### src/rtl/alu_issue_queue_if.sv
`default_nettype none
// +------------------------------------------------------------------------+
// | alu_issue_queue_if : issue-side push bus and ALU-side head bus          |
// | Rev 1.0                                                                 |
// +------------------------------------------------------------------------+
interface alu_issue_queue_if #(
  parameter int PTR_W = 1
);
  logic             in_alu_select;
  logic [5:0]       in_wfid;
  logic [31:0]      in_instr_pc;
  logic [31:0]      in_opcode;
  logic [15:0]      in_imm_value0;
  logic [31:0]      in_imm_value1;
  logic [11:0]      in_dest1_addr;
  logic [11:0]      in_dest2_addr;
  logic             in_alu_accept;
  logic             in_flush;
  logic             out_alu_ready;
  logic             out_valid;
  logic [5:0]       out_wfid;
  logic [31:0]      out_instr_pc;
  logic [31:0]      out_opcode;
  logic [15:0]      out_imm_value0;
  logic [31:0]      out_imm_value1;
  logic [11:0]      out_dest1_addr;
  logic [11:0]      out_dest2_addr;
  logic [PTR_W:0]   out_occupancy;
  logic             out_overflow;

  modport master (
    output in_alu_select, in_wfid, in_instr_pc, in_opcode, in_imm_value0,
           in_imm_value1, in_dest1_addr, in_dest2_addr, in_alu_accept, in_flush,
    input  out_alu_ready, out_valid, out_wfid, out_instr_pc, out_opcode,
           out_imm_value0, out_imm_value1, out_dest1_addr, out_dest2_addr,
           out_occupancy, out_overflow
  );

  modport slave (
    input  in_alu_select, in_wfid, in_instr_pc, in_opcode, in_imm_value0,
           in_imm_value1, in_dest1_addr, in_dest2_addr, in_alu_accept, in_flush,
    output out_alu_ready, out_valid, out_wfid, out_instr_pc, out_opcode,
           out_imm_value0, out_imm_value1, out_dest1_addr, out_dest2_addr,
           out_occupancy, out_overflow
  );
endinterface
`default_nettype wire

### src/rtl/alu_issue_queue.sv
`default_nettype none
// +------------------------------------------------------------------------+
// | alu_issue_queue : in-order holding queue between issue and ALU front end|
// | Rev 1.0                                                                 |
// +------------------------------------------------------------------------+
module alu_issue_queue #(
  parameter int DEPTH = 2,
  parameter int PTR_W = 1
) (
  input  logic                clk,
  input  logic                rst,
  alu_issue_queue_if.slave    bus
);

  localparam int              ENTRY_W    = 142;
  localparam logic [PTR_W:0]  FULL_COUNT = (PTR_W+1)'(DEPTH);
  localparam logic [PTR_W:0]  CNT_ONE    = (PTR_W+1)'(1);
  localparam logic [PTR_W-1:0] PTR_ONE   = PTR_W'(1);

  logic [ENTRY_W-1:0] mem [DEPTH];
  logic [PTR_W-1:0]   wr_ptr;
  logic [PTR_W-1:0]   rd_ptr;
  logic [PTR_W:0]     count;
  logic               overflow;

  logic               full;
  logic               empty;
  logic               push;
  logic               pop;
  logic               push_refused;
  logic [ENTRY_W-1:0] wr_entry;
  logic [ENTRY_W-1:0] head_entry;

  // Ready depends on registered count only, so accept never reaches it.
  assign full         = (count == FULL_COUNT);
  assign empty        = (count == '0);
  assign push         = bus.in_alu_select & ~full & ~bus.in_flush;
  assign pop          = bus.in_alu_accept & ~empty & ~bus.in_flush;
  assign push_refused = bus.in_alu_select & full & ~bus.in_flush;

  assign wr_entry = {bus.in_wfid, bus.in_instr_pc, bus.in_opcode,
                     bus.in_imm_value0, bus.in_imm_value1,
                     bus.in_dest1_addr, bus.in_dest2_addr};

  always_ff @(posedge clk or posedge rst) begin
    if (rst) begin
      wr_ptr   <= '0;
      rd_ptr   <= '0;
      count    <= '0;
      overflow <= 1'b0;
    end else if (bus.in_flush) begin
      rd_ptr <= wr_ptr;
      count  <= '0;
    end else begin
      if (push) begin
        wr_ptr <= wr_ptr + PTR_ONE;
      end
      if (pop) begin
        rd_ptr <= rd_ptr + PTR_ONE;
      end
      if (push && !pop) begin
        count <= count + CNT_ONE;
      end else if (pop && !push) begin
        count <= count - CNT_ONE;
      end
      if (push_refused) begin
        overflow <= 1'b1;
      end
    end
  end

  // Payload storage needs no reset: out_valid masks it until written.
  always_ff @(posedge clk) begin
    if (push) begin
      mem[wr_ptr] <= wr_entry;
    end
  end

  assign head_entry = empty ? '0 : mem[rd_ptr];

  assign {bus.out_wfid, bus.out_instr_pc, bus.out_opcode,
          bus.out_imm_value0, bus.out_imm_value1,
          bus.out_dest1_addr, bus.out_dest2_addr} = head_entry;

  assign bus.out_alu_ready = ~full;
  assign bus.out_valid     = ~empty;
  assign bus.out_occupancy = count;
  assign bus.out_overflow  = overflow;

endmodule
`default_nettype wire

### src/flat_wrapper.sv
// flat-port wrapper written by rule: the top's interface ports become plain ports
module alu_issue_queue_flat 
#(
  parameter int DEPTH = 2,
  parameter int PTR_W = 1
)
  (clk, rst, bus_in_alu_select, bus_in_wfid, bus_in_instr_pc, bus_in_opcode, bus_in_imm_value0, bus_in_imm_value1, bus_in_dest1_addr, bus_in_dest2_addr, bus_in_alu_accept, bus_in_flush, bus_out_alu_ready, bus_out_valid, bus_out_wfid, bus_out_instr_pc, bus_out_opcode, bus_out_imm_value0, bus_out_imm_value1, bus_out_dest1_addr, bus_out_dest2_addr, bus_out_occupancy, bus_out_overflow);
  alu_issue_queue_if #(.PTR_W(PTR_W)) bus_i ();
  input  logic clk;
  input  logic rst;
  input wire logic [$bits(bus_i.in_alu_select)-1:0] bus_in_alu_select;
  input wire logic [$bits(bus_i.in_wfid)-1:0] bus_in_wfid;
  input wire logic [$bits(bus_i.in_instr_pc)-1:0] bus_in_instr_pc;
  input wire logic [$bits(bus_i.in_opcode)-1:0] bus_in_opcode;
  input wire logic [$bits(bus_i.in_imm_value0)-1:0] bus_in_imm_value0;
  input wire logic [$bits(bus_i.in_imm_value1)-1:0] bus_in_imm_value1;
  input wire logic [$bits(bus_i.in_dest1_addr)-1:0] bus_in_dest1_addr;
  input wire logic [$bits(bus_i.in_dest2_addr)-1:0] bus_in_dest2_addr;
  input wire logic [$bits(bus_i.in_alu_accept)-1:0] bus_in_alu_accept;
  input wire logic [$bits(bus_i.in_flush)-1:0] bus_in_flush;
  output wire logic [$bits(bus_i.out_alu_ready)-1:0] bus_out_alu_ready;
  output wire logic [$bits(bus_i.out_valid)-1:0] bus_out_valid;
  output wire logic [$bits(bus_i.out_wfid)-1:0] bus_out_wfid;
  output wire logic [$bits(bus_i.out_instr_pc)-1:0] bus_out_instr_pc;
  output wire logic [$bits(bus_i.out_opcode)-1:0] bus_out_opcode;
  output wire logic [$bits(bus_i.out_imm_value0)-1:0] bus_out_imm_value0;
  output wire logic [$bits(bus_i.out_imm_value1)-1:0] bus_out_imm_value1;
  output wire logic [$bits(bus_i.out_dest1_addr)-1:0] bus_out_dest1_addr;
  output wire logic [$bits(bus_i.out_dest2_addr)-1:0] bus_out_dest2_addr;
  output wire logic [$bits(bus_i.out_occupancy)-1:0] bus_out_occupancy;
  output wire logic [$bits(bus_i.out_overflow)-1:0] bus_out_overflow;
  assign bus_i.in_alu_select = bus_in_alu_select;
  assign bus_i.in_wfid = bus_in_wfid;
  assign bus_i.in_instr_pc = bus_in_instr_pc;
  assign bus_i.in_opcode = bus_in_opcode;
  assign bus_i.in_imm_value0 = bus_in_imm_value0;
  assign bus_i.in_imm_value1 = bus_in_imm_value1;
  assign bus_i.in_dest1_addr = bus_in_dest1_addr;
  assign bus_i.in_dest2_addr = bus_in_dest2_addr;
  assign bus_i.in_alu_accept = bus_in_alu_accept;
  assign bus_i.in_flush = bus_in_flush;
  assign bus_out_alu_ready = bus_i.out_alu_ready;
  assign bus_out_valid = bus_i.out_valid;
  assign bus_out_wfid = bus_i.out_wfid;
  assign bus_out_instr_pc = bus_i.out_instr_pc;
  assign bus_out_opcode = bus_i.out_opcode;
  assign bus_out_imm_value0 = bus_i.out_imm_value0;
  assign bus_out_imm_value1 = bus_i.out_imm_value1;
  assign bus_out_dest1_addr = bus_i.out_dest1_addr;
  assign bus_out_dest2_addr = bus_i.out_dest2_addr;
  assign bus_out_occupancy = bus_i.out_occupancy;
  assign bus_out_overflow = bus_i.out_overflow;
  alu_issue_queue #(.DEPTH(DEPTH), .PTR_W(PTR_W)) u_core (.clk(clk), .rst(rst), .bus(bus_i));
endmodule
### config.mk
export PLATFORM = sky130hd
export DESIGN_NAME = alu_issue_queue_flat
export DESIGN_NICKNAME = d
export VERILOG_FILES = /design/src/rtl/alu_issue_queue_if.sv /design/src/rtl/alu_issue_queue.sv /design/src/flat_wrapper.sv
export SDC_FILE = /design/constraint.sdc
export NUM_CORES = 1
export LEC_CHECK = 0
export ABC_AREA = 1
export ABC_CLOCK_PERIOD_IN_PS = 7700
export CORE_MARGIN = 2
export CORE_UTILIZATION = 44
export DETAILED_ROUTE_END_ITERATION = 7
export PLACE_DENSITY = 0.76
export SLEW_MARGIN = 20
export SYNTH_ARGS = -nofsm -noshare
export SYNTH_HDL_FRONTEND = slang
export SYNTH_SLANG_ARGS = --single-unit
### constraint.sdc
create_clock -name clk -period 7.7 [get_ports clk]
set_input_delay 0.77 -clock clk [delete_from_list [all_inputs] [get_ports clk]]
set_output_delay 0.77 -clock clk [all_outputs]
set_load 0.02 [all_outputs]
==> metrics <==
status=complete, no violations; Reg area=8660 um^2; most numerous cell in the Yosys netlist=nand2_1; register area share after synthesis=0.773; GR Overflow Total=0; worst stage delay on the critical path=0.77 ns; met2 wire len=12.1 mm; Final Critical Period=4.57 ns; crit path cell chain=inv_4, buf_4, nand2_1, a21oi_2, clkdlybuf4s50_1; CTS Root Cell=clkbuf_16; slowest stage cell on the critical path=dfrtp_4; Buffers on Ports=293; Post-Syn Area=11,200 um^2; synthesized flop and latch total=289; postcts setup bufs=0; chip height=164 um; global-route wire length before repair=38.6 mm; Clock Sink Count=289; internal power=3.69 mW; library cells used by synthesis=19; LEAKAGE=5.19 nW; Worst Path Required=6.93 ns; sw frac=0.366; Reg power frac=0.354; Max VDD drop=0.277 mV; H-tree levels=1; largest net degree at the start of global routing=82; DR WL met3=3.12 mm; die area=26,700 um^2; vias in the first global route=7,315; crit path capture type=primary output; WS Path Type=flip-flop to primary output; total power=5.81 mW; CTS tree=yes; Comb power frac=0.416; Die W=164 um; CTS Buf Count=30; RSZ-0062 raised after global routing=false; Arr. time, crit path=3.80 ns; GP Congestion=0.782; DRC Markers=0; Post-Syn Instances=802; vias=7,249; Slew Limit Fails=0; area of the multi-input gates=2230 um^2; fin area=15,200 um^2; crit path max fanout=75; Tightest Pin Transition=1.06 ns; number of flops mapped to enable cells by yosys=284; layout net count=1,235; Initial Util=0.446; Clk Latency, worst-skew pair=0.54 ns; clock power share=0.230; fmax=219 MHz; # fillers=1,885; final hold viol count=0; FP Rows=58; Setup Viol. Count Final=0; max cap viols=0; Post-CTS Resized=0; Area after DPL=14,300 um^2; Reg clk slew, reported paths=0.06 ns; Pre-Repair DR Iteration Count=5; Synth area leaders=edfxtp_1 (76%), nand2_1 (10%), a21oi_2 (6.3%), a21oi_1 (2.8%), buf_2 (1.2%); hpwl dp=15.8 mm; worst slack, placed=3.63 ns; Fin Setup TNS=0 ns; CTS Hold Buffers Added=0; post-synth top area share=0.761; Final Worst Setup Slack=3.13 ns; I/O pins=294; P&R area growth vs syn=36.1%; syn_area_per_cell=14.0 um^2; Async SR Flop Fraction=0.0173; Top Layer Used=met4; Sw Pwr=2.13 mW; class of the worst hold path=input pin to asynchronous set/reset pin; Clock Path Buffers=3; GR Util All Layers=0.185; WL met1=9.83 mm; wire length per cell=17.8 um; YS warnings=0; # diodes=0; Synth area leader=edfxtp_1; Post-synth top cells=nand2_1 (299), edfxtp_1 (284), a21oi_2 (80); antenna violations before repair=0; Final ANT Viol Nets=0; fin crit share=0.594; layout cells sized above 1=0.118; Syn Nets=949; initial DRC count=566; Vias per Instance=5.04; drt total wl=25.5 mm; Worst slew margin=0.294; core region area=25,100 um^2; CP Launch Type=flip-flop; Main synth FF type=edfxtp_1; Power Density=382 nW/um^2; Worst Clk Skew=0.00677 ns
-- registers in the layout (all words and copies together), names as in the netlist --
signal                    flops
u_core.mem                  284
u_core.bus.out_occupancy      2
u_core.bus.out_overflow       1
u_core.rd_ptr                 1
u_core.wr_ptr                 1
-- metal layers --
metal,up-vias,global-route usage
met5,-,0
met4,0,0.0451
met3,43,0.0749
met2,319,0.307
met1,3483,0.225
li1,3404,-
-- area by class of cell --
class,instances,area share
timing repair buffer,300,0.196
clock inverter,9,0.00583
tap,330,0.0271
sequential,289,0.568
clock buffer,42,0.0536
multi-input combinational,456,0.146
inverter,11,0.00320
-- power groups by stage --
stage	registers, mW	logic (mW)	clock network (mW)
after floorplan	2.07	1.46	0
after global placement	2.08	2.41	0
after detailed placement	2.09	2.44	0
after CTS	2.06	2.46	1.37
after global routing	2.08	2.60	1.43
final	2.06	2.42	1.34
-- worst paths after layout --
check | start | to | slack (ns) | cells after the start
worst max-delay path | u_core.rd_ptr | bus_out_imm_value0[2] | 3.13 | 5
worst min-delay path | rst | u_core.rd_ptr | 0.44 | 2
worst max register to register | u_core.rd_ptr | u_core.rd_ptr | 5.12 | 3
worst min register to register | u_core.bus.out_overflow | u_core.bus.out_overflow | 0.48 | 1
max in group asynchronous | rst | u_core.rd_ptr | 7.06 | 2
min in group clk | u_core.bus.out_overflow | u_core.bus.out_overflow | 0.48 | 1
-- through the flow --
stage / util / cells / hold slack [ns]
after CTS: 0.607 / 1437 / 0.415
after global routing: 0.607 / 1437 / 0.438
final: 0.607 / 1437 / 0.438
after floorplan: - / 802 / 0.526
after global placement: 0.571 / 1386 / 0.466
after detailed placement: 0.571 / 1386 / 0.475
-- worst max-delay path: cells and delay by family (launching register included) --
family          cells  cell delay (ns)
simple gates        1             0.14
compound gates      1             0.21
buf+inv             3             2.03
flops               1             0.77
-- placed cells by master (no fill, tap or decap) --
cell type / synthesis / routed
bufinv_16: 0 / 2
inv_6: 0 / 1
o21ai_0: 2 / 2
buf_4: 2 / 7
dfrtp_4: 0 / 1
inv_1: 8 / 8
nor2_1: 6 / 4
clkbuf_16: 0 / 31
edfxtp_1: 284 / 284
dfrtp_1: 5 / 4
a21oi_1: 62 / 62
a21oi_2: 80 / 80
clkinv_2: 0 / 2
nand2_2: 2 / 2
inv_2: 2 / 1
nand3_1: 2 / 2
nand4_1: 1 / 1
nand2_1: 299 / 299
clkinv_1: 0 / 5
clkdlybuf4s50_1: 0 / 293
clkbuf_1: 7 / 11
nand2_4: 1 / 1
nor2_4: 0 / 2
inv_4: 1 / 1
o21bai_1: 1 / 1
-- kinds of logic after synthesis --
| group | count (synthesis) | share of synthesized area |
|---|---|---|
| flops | 289 | 0.773 |
| buf+inv | 57 | 0.0297 |
| compound gates | 145 | 0.0918 |
| simple gates | 311 | 0.106 |
(Power assumes the default switching activity.)
